===== src/rtl/seq_mask_multiplier.sv =====
// Sequential shift-and-add multiplier: one masked partial product per cycle,
// start/busy/done handshake, optional two's-complement operands.
module seq_mask_multiplier #(
   parameter int WIDTH = 8,
   parameter int CNT_W = $clog2(WIDTH) + 1
) (
   input  logic                 clk,
   input  logic                 rst_n,
   input  logic                 start,
   input  logic                 tc,
   input  logic [WIDTH-1:0]     a,
   input  logic [WIDTH-1:0]     b,
   output logic                 busy,
   output logic                 done,
   output logic [2*WIDTH-1:0]   product
);

   typedef enum logic [1:0] {
      ST_IDLE = 2'd0,
      ST_RUN  = 2'd1,
      ST_DONE = 2'd2
   } state_t;

   localparam logic [CNT_W-1:0] LAST_STEP = CNT_W'(WIDTH - 1);

   // Magnitude of a two's-complement word; the most negative value maps onto
   // itself, which is exactly its magnitude when read as unsigned.
   function automatic logic [WIDTH-1:0] abs_val(input logic [WIDTH-1:0] x);
      logic [WIDTH-1:0] r;
      if (x[WIDTH-1]) begin
         r = ~x + {{(WIDTH-1){1'b0}}, 1'b1};
      end else begin
         r = x;
      end
      return r;
   endfunction

   state_t               state_r,  state_s;
   logic [WIDTH-1:0]     mcand_r,  mcand_s;
   logic [WIDTH-1:0]     mplier_r, mplier_s;
   logic [2*WIDTH-1:0]   acc_r,    acc_s;
   logic [CNT_W-1:0]     cnt_r,    cnt_s;
   logic                 neg_r,    neg_s;
   logic [2*WIDTH-1:0]   product_r, product_s;
   logic                 busy_r,   busy_s;
   logic                 done_r,   done_s;

   logic [WIDTH-1:0]     pp_s;
   logic [2*WIDTH-1:0]   sum_s;

   assign pp_s  = mcand_r & {WIDTH{mplier_r[0]}};
   assign sum_s = acc_r + ({{WIDTH{1'b0}}, pp_s} << cnt_r);

   // Next-state, datapath and output decode.
   always_comb begin
      state_s   = state_r;
      mcand_s   = mcand_r;
      mplier_s  = mplier_r;
      acc_s     = acc_r;
      cnt_s     = cnt_r;
      neg_s     = neg_r;
      product_s = product_r;
      busy_s    = busy_r;
      done_s    = 1'b0;
      case (state_r)
         ST_IDLE, ST_DONE: begin
            if (start) begin
               state_s  = ST_RUN;
               busy_s   = 1'b1;
               mcand_s  = tc ? abs_val(a) : a;
               mplier_s = tc ? abs_val(b) : b;
               neg_s    = tc & (a[WIDTH-1] ^ b[WIDTH-1]);
               acc_s    = {(2*WIDTH){1'b0}};
               cnt_s    = {CNT_W{1'b0}};
            end else begin
               state_s  = ST_IDLE;
               busy_s   = 1'b0;
            end
         end
         ST_RUN: begin
            acc_s    = sum_s;
            mplier_s = mplier_r >> 1;
            cnt_s    = cnt_r + {{(CNT_W-1){1'b0}}, 1'b1};
            if (cnt_r == LAST_STEP) begin
               state_s   = ST_DONE;
               busy_s    = 1'b0;
               done_s    = 1'b1;
               product_s = neg_r ? (~sum_s + {{(2*WIDTH-1){1'b0}}, 1'b1}) : sum_s;
            end else begin
               state_s   = ST_RUN;
            end
         end
         default: begin
            state_s = ST_IDLE;
            busy_s  = 1'b0;
         end
      endcase
   end

   // State and datapath registers.
   always_ff @(posedge clk or negedge rst_n) begin
      if (!rst_n) begin
         state_r   <= ST_IDLE;
         mcand_r   <= {WIDTH{1'b0}};
         mplier_r  <= {WIDTH{1'b0}};
         acc_r     <= {(2*WIDTH){1'b0}};
         cnt_r     <= {CNT_W{1'b0}};
         neg_r     <= 1'b0;
         product_r <= {(2*WIDTH){1'b0}};
         busy_r    <= 1'b0;
         done_r    <= 1'b0;
      end else begin
         state_r   <= state_s;
         mcand_r   <= mcand_s;
         mplier_r  <= mplier_s;
         acc_r     <= acc_s;
         cnt_r     <= cnt_s;
         neg_r     <= neg_s;
         product_r <= product_s;
         busy_r    <= busy_s;
         done_r    <= done_s;
      end
   end

   assign busy    = busy_r;
   assign done    = done_r;
   assign product = product_r;

endmodule


===== config.mk =====
export PLATFORM = sky130hd
export DESIGN_NAME = seq_mask_multiplier
export DESIGN_NICKNAME = d
export VERILOG_FILES = /design/src/rtl/seq_mask_multiplier.sv
export SDC_FILE = /design/constraint.sdc
export NUM_CORES = 1
export LEC_CHECK = 0
export ABC_AREA = 0
export CORE_UTILIZATION = 44
export CTS_CLUSTER_DIAMETER = 100
export DETAILED_ROUTE_END_ITERATION = 6
export PLACE_DENSITY = 0.74
export SYNTH_ARGS = -nofsm -noshare
export SYNTH_HDL_FRONTEND = slang
export SYNTH_SLANG_ARGS = --single-unit

===== constraint.sdc =====
create_clock -name clk -period 6.2 [get_ports clk]
set_clock_uncertainty 0.1 [all_clocks]
set_input_delay 0.62 -clock clk [delete_from_list [all_inputs] [get_ports clk]]
set_output_delay 0.62 -clock clk [all_outputs]
set_load 0.03 [all_outputs]

==> impl_metrics.py, run 1 <==
metrics = {
    "worst_setup_path": {
        "crit_chain": "mux2i_1, mux2i_1, a31oi_1, nor2_1, ha_1, a21o_1, a31o_1, or3_4, a2111oi_1, nand4b_1, or2_1, o41ai_2, xor2_1, mux2_2",
        "cpMostUsedCell": "mux2i_1",
        "cp_top_family": "compound AO/OA/AOI/OAI gates",
        "crit_path_end_kind": "flop",
        "cpPeakStageDelay_ns": 0.66,
        "critPathLaunchType": "flop",
        "crit_arrival_ns": 4.74,
        "critical_path_buf_inv_count": 0,
        "required_ns": 6.32,
        "crit_fanout": 15,
        "criticalPathCategory": "flop to flop",
        "crit_slowest_cell": "dfrtp_1",
    },
    "clock_tree": {
        "ctsResizeCount": 0,
        "cts_hold_buf": 0,
        "post_cts.repair.setup_buffers": 0,
        "htree_levels": 3,
        "cts_num_sinks": 57,
        "cts-root-buf": "clkbuf_8",
        "clk_pin_slew_ns": 0.07,
        "cts_tree": "yes",
        "clk_path_buf_depth": 2,
        "insertion_delay_ns": 0.34,
        "cts_buffers": 9,
    },
    "power": {
        "swShare_pct": 46.1,
        "switching_power_mw": 1.12,
        "combPwrFrac_pct": 57.3,
        "pwr_density_cell_nw_per_um2": 536,
        "vdd_ir_drop_max_uv": 282,
        "p_leak_nw": 2.05,
        "seq_power_share_pct": 29.0,
        "cell_internal_pwr_mw": 1.31,
        "clkPwrFrac_pct": 13.8,
        "power_mw": 2.43,
    },
    "worst_hold_path": {
        "hold_path.class": "input pin to asynchronous set/reset pin",
    },
    "sta": {
        "finalWorstSetupSlack_ns": 1.58,
        "timing.fmax_mhz": 216,
        "fin_crit_ns": 4.62,
        "hold_slack_ns": 0.319,
        "finalMaxSlewViolations": 0,
        "rsz0062_at_grt": "false",
        "tightestPinTransition_ns": 0.826,
        "slew-limit-headroom_pct": 45.0,
        "setup_viol": 0,
        "tns_ns": 0,
        "hold_viol_final": 0,
        "post-route-period-util_pct": 74.5,
    },
    "finish": {
        "insertedDiodeCount": 0,
        "drive_above_1_share_pct": 7.64,
        "multiInputGateArea_sq_um": 2340,
        "final_cells": 576,
        "syn2layout_area_growth_pct": 16.2,
        "fillCellCount": 815,
        "fin_nets": 506,
        "regArea_sq_um": 1430,
    },
    "yosys": {
        "async_reset_ff_share_pct": 100,
        "synth_common_cells": "57 x dfrtp_1, 45 x nand2_1, 40 x nor2_1, 32 x o21ai_0, 26 x a21oi_1",
        "yosys_warnings": 0,
        "yosysTopAreaCell": "dfrtp_1",
        "yosys-top-cells-area": "dfrtp_1 37%, ha_1 6.1%, xor2_1 4.5%",
        "synth_cells": 438,
        "synth_nets": 478,
        "ys_seq_area_share_pct": 36.6,
        "synth-main-ff-cell": "dfrtp_1",
        "yosysUniqueCellTypes": 61,
        "synth_most_common_cell": "dfrtp_1",
        "synth_top_area_share_pct": 36.6,
        "synth_edf_count": 0,
        "ys_ff_latch": 57,
        "avgSynthCellArea_sq_um": 8.91,
        "syn_area_sq_um": 3900,
    },
    "global_routing": {
        "grt_pass1_wl_mm": 15.0,
        "gr-total-overflow": 0,
        "grt_pass1_vias": 3190,
        "track_usage_pct": 21.2,
        "grt_start_max_net_pins": 58,
        "met1_usage_pct": 27.8,
        "met2_usage_pct": 34.3,
        "busiest_layer": "met2",
        "use_met3_pct": 3.16,
        "antenna_found_initial": 0,
    },
    "place": {
        "placedCellCount": 560,
        "dp_hpwl_mm": 6.39,
        "detailedPlace.worstSlack_ns": 1.62,
        "place.gp.congestion": 0.911,
        "portBuffers": 37,
    },
    "floorplan": {
        "rows": 33,
        "die-area_sq_um": 9250,
        "die_h_um": 96.2,
        "io_pins": 38,
        "die_x_um": 96.2,
        "start_util_pct": 46.5,
        "core_area_sq_um": 8380,
    },
    "routing": {
        "vias": 3255,
        "ant_nets": 0,
        "first_pass_iters": 4,
        "first_iter_violations": 88,
        "drc": 0,
        "via_per_inst": 5.65,
        "routed_wl_mm": 8.51,
        "wl_per_cell_um": 14.8,
    },
    "status": {
        "status": "finished, final reports clean",
    },
    "run": {
        "maxCapViolCount": 0,
    },
}
cell type report:
class | instances | share of cell area [%]
repair buffers | 41 | 8.72
inverters | 12 | 0.994
clock inverters | 2 | 0.221
multi-input cells | 345 | 51.7
well taps | 105 | 2.90
flip-flops and latches | 57 | 31.5
clock buffers | 14 | 4.03
per-stage QoR:
| step | utilization (%) | area, sq um |
|---|---|---|
| after floorplan | - | 3900 |
| after global placement | 51.8 | 4340 |
| after detailed placement | 51.8 | 4340 |
| after CTS | 54.1 | 4530 |
| after global routing | 54.1 | 4530 |
| final | 54.1 | 4530 |
final timing paths:
| check | start | slack (ns) | cells after the start | endpoint |
|---|---|---|---|---|
| setup / recovery | cnt_r[0] | 1.58 | 14 | product[15] |
| hold / removal | rst_n | 0.32 | 2 | product[10] |
| setup reg to reg | cnt_r[0] | 1.58 | 14 | product[15] |
| hold reg to reg | acc_r[7] | 0.39 | 2 | acc_r[7] |
| max in group asynchronous | rst_n | 5.22 | 2 | acc_r[12] |
| min in group clk | acc_r[7] | 0.39 | 2 | acc_r[7] |
power by group through the flow:
| stage | Combinational (mW) | Sequential (mW) | Clock, mW |
|---|---|---|---|
| after global routing | 1.55 | 0.733 | 0.355 |
| after detailed placement | 1.38 | 0.710 | 0 |
| after CTS | 1.39 | 0.703 | 0.340 |
| final | 1.39 | 0.703 | 0.334 |
| after global placement | 1.36 | 0.701 | 0 |
| after floorplan | 0.980 | 0.736 | 0 |
layer usage:
metal	up-vias	routed length (um)
met3	15	423
met4	0	206
met1	1513	4050
met2	84	3830
met5	-	0
li1	1643	-
layout by cell type, fill, tap and decap left out, types with 3 or more instances in the layout:
master / synthesis / layout
o31ai_1: 3 / 3
nand2_1: 45 / 45
nand2b_1: 5 / 5
xnor2_1: 17 / 17
a31oi_1: 9 / 9
a22oi_1: 7 / 7
or3_1: 5 / 5
a21oi_1: 26 / 26
nor2b_1: 3 / 3
mux2_2: 5 / 5
o21ai_0: 32 / 32
xor2_1: 20 / 20
clkbuf_8: 0 / 13
inv_1: 11 / 11
mux2i_1: 15 / 15
a21o_1: 10 / 10
clkdlybuf4s50_1: 0 / 36
ha_1: 19 / 19
nand3_1: 13 / 13
dfrtp_1: 57 / 57
nor2_1: 40 / 39
and3_1: 6 / 6
nor3_1: 8 / 8
buf_4: 0 / 4
o22ai_1: 3 / 3
a22o_1: 10 / 10
logic make-up (layout without fill, tap and decap cells):
family          count (synthesis)  after routing  synth area share, %
simple gates                  145            145                 18.3
compound gates                123            123                 21.4
flops                          57             57                 36.6
xor+xnor                       37             37                 8.31
buf+inv                        36             69                 3.46
fa+ha+maj                      20             20                 6.61
mux                            20             20                 5.29
registers in the layout (all words and copies together), names as in the netlist:
name      flops
acc_r        16
product      16
mcand_r       8
mplier_r      8
cnt_r         4
state_r       2
busy          1
done          1
neg_r         1
(Power assumes the default switching activity.)
==> inputs of run 2 (changes only) <==
==> constraint.sdc (replaced) <==
create_clock -name clk -period 4.7 [get_ports clk]
set_clock_uncertainty 0.1 [all_clocks]
set_input_delay 0.47 -clock clk [delete_from_list [all_inputs] [get_ports clk]]
set_output_delay 0.47 -clock clk [all_outputs]
set_load 0.03 [all_outputs]
==> run 2 against run 1 <==
Fmax increased by 4.9%. Count of clock-buffer cells in the layout is 1 lower. Via count increased by 0.95%. Final cell count increased by 0.69%. Critical path depth stayed put. Power up 32%. Setup slack got worse by 1.3 ns. Sequential power increased by 29%. Register-to-register slack worse by 1.3 ns. Largest power group unchanged.
==> impl_metrics.py, run 2 (synthesis results as in run 1) <==
metrics = {
    "status": {
        "status": "finished, final reports clean",
    },
    "sta": {
        "timing.fmax_mhz": 227,
        "tightestPinTransition_ns": 0.823,
        "slew-limit-headroom_pct": 45.2,
        "rsz0062_at_grt": "false",
        "fin_crit_ns": 4.40,
        "hold_viol_final": 0,
        "finalMaxSlewViolations": 0,
        "setup_viol": 0,
        "finalWorstSetupSlack_ns": 0.296,
        "tns_ns": 0,
        "post-route-period-util_pct": 93.7,
    },
    "place": {
        "dp_hpwl_mm": 6.49,
        "detailedPlace.worstSlack_ns": 0.0589,
        "place.gp.congestion": 0.887,
        "placedCellCount": 564,
        "portBuffers": 37,
    },
    "worst_setup_path": {
        "ff2ff_setup_slack_ns": 0.30,
        "crit_arrival_ns": 4.52,
        "critical_path_buf_inv_count": 0,
        "crit_path_end_kind": "flop",
        "cpPeakStageDelay_ns": 0.56,
        "crit_chain": "mux2i_1, mux2i_1, a31oi_1, nor2_1, ha_1, a21o_1, a221oi_2, o31ai_2, and4b_1, or4_1, or2_1, o41ai_2, xor2_1, mux2_2",
        "required_ns": 4.81,
        "regToRegEndpoint": "product[15]",
        "crit_fanout": 15,
        "criticalPathCategory": "flop to flop",
        "crit_slowest_cell": "or4_1",
        "cp_top_family": "compound AO/OA/AOI/OAI gates",
        "cpMostUsedCell": "mux2i_1",
        "reg2reg_from": "cnt_r[0]",
        "reg2reg_depth": 14,
        "critPathLaunchType": "flop",
    },
    "power": {
        "vdd_ir_drop_max_uv": 324,
        "pwr_density_cell_nw_per_um2": 707,
        "seq_power_share_pct": 28.1,
        "combPwrFrac_pct": 59.0,
        "switching_power_mw": 1.50,
        "clkPwrFrac_pct": 12.9,
        "swShare_pct": 46.6,
        "cell_internal_pwr_mw": 1.72,
        "p_leak_nw": 2.06,
        "power_mw": 3.22,
    },
    "floorplan": {
        "core_area_sq_um": 8380,
        "die_x_um": 96.2,
        "die-area_sq_um": 9250,
        "start_util_pct": 46.5,
        "die_h_um": 96.2,
        "io_pins": 38,
        "rows": 33,
    },
    "clock_tree": {
        "cts_hold_buf": 0,
        "cts_tree": "yes",
        "clk_pin_slew_ns": 0.07,
        "htree_levels": 3,
        "cts_num_sinks": 57,
        "cts-root-buf": "clkbuf_8",
        "cts_buffers": 9,
        "insertion_delay_ns": 0.34,
        "clk_path_buf_depth": 2,
    },
    "routing": {
        "first_iter_violations": 139,
        "via_per_inst": 5.67,
        "drc": 0,
        "first_pass_iters": 4,
        "wl_per_cell_um": 15.0,
        "ant_nets": 0,
        "vias": 3286,
        "routed_wl_mm": 8.68,
    },
    "finish": {
        "multiInputGateArea_sq_um": 2350,
        "final_common_cell": "dfrtp_1",
        "syn2layout_area_growth_pct": 16.6,
        "regArea_sq_um": 1430,
        "insertedDiodeCount": 0,
        "final_util_pct": 54.3,
        "fillCellCount": 762,
        "drive_above_1_share_pct": 8.63,
        "layout_common_cells": "56 x dfrtp_1, 45 x nand2_1, 39 x nor2_1",
        "fin_nets": 510,
        "final_cells": 580,
    },
    "global_routing": {
        "grt_pass1_wl_mm": 15.0,
        "gr-total-overflow": 0,
        "grt_pass1_vias": 3241,
        "antenna_found_initial": 0,
        "track_usage_pct": 20.8,
        "grt_start_max_net_pins": 58,
    },
    "worst_hold_path": {
        "hold_path.class": "input pin to asynchronous set/reset pin",
    },
    "run": {
        "maxCapViolCount": 0,
    },
}
==> run 2: cell types whose count changed in the layout (fill, tap and decap cells not counted) <==
cell | before | now
clkbuf_8 | 13 | 11
dfrtp_1 | 57 | 56
clkbuf_1 | 1 | 2
a2111oi_1 | 1 | 0
a2111oi_2 | 0 | 1
dfrtp_2 | 0 | 1
clkinv_2 | 2 | 3
buf_4 | 4 | 8
==> run 2: timing repair <==
item	CTS	global route
endpoints found under the hold margin	0	0
setup buffers	0	0
gates resized for setup	0	2
setup endpoints to repair	0	4
==> run 2: worst max path at each step <==
stage	start	to	slack [ns]	cells after the start
CTS	cnt_r[0]	product[15]	0.04	14
global route	cnt_r[0]	product[15]	0.05	14
finish	cnt_r[0]	product[15]	0.30	14
floorplan	cnt_r[0]	product[14]	0.30	16
detailed placement	cnt_r[0]	product[15]	0.06	14
global placement	cnt_r[0]	product[15]	0.32	14
==> run 2: final cells by class <==
| class | instances | share of cell area [%] |
|---|---|---|
| timing repair buffer | 45 | 9.35 |
| inverter | 12 | 0.990 |
| multi-input combinational | 345 | 51.6 |
| tap | 105 | 2.89 |
| clock buffer | 13 | 3.49 |
| clock inverter | 3 | 0.330 |
| sequential | 57 | 31.4 |
==> run 2: worst register-to-register path, delay by kind of cell (launching register included) <==
kind	cells	cell delay [ns]
flops	1	0.54
xor+xnor	1	0.11
mux	3	0.68
compound gates	5	1.35
simple gates	4	1.13
fa+ha+maj	1	0.39
==> run 2: metal layers <==
metal	share of wire [%]	vias to the layer above	track usage, %
li1	-	1655	-
met5	0	-	0
met3	5.7	10	4.58
met2	46	104	33.8
met4	1.3	0	9.20
met1	47	1517	26.5
==> run 2: stage by stage <==
stage	hold WS, ns	instance area [sq um]
finish	0.169	4550
global route	0.229	4550
CTS	0.193	4540
detailed placement	0.379	4370
global placement	0.371	4370
floorplan	0.0744	3900
==> run 2: power groups by stage <==
stage,sequential (mW),combinational (mW),clock (mW)
floorplan,0.971,1.29,0
global placement,0.903,1.83,0
detailed placement,0.912,1.88,0
CTS,0.905,1.89,0.422
global route,0.938,2.11,0.443
finish,0.904,1.90,0.415
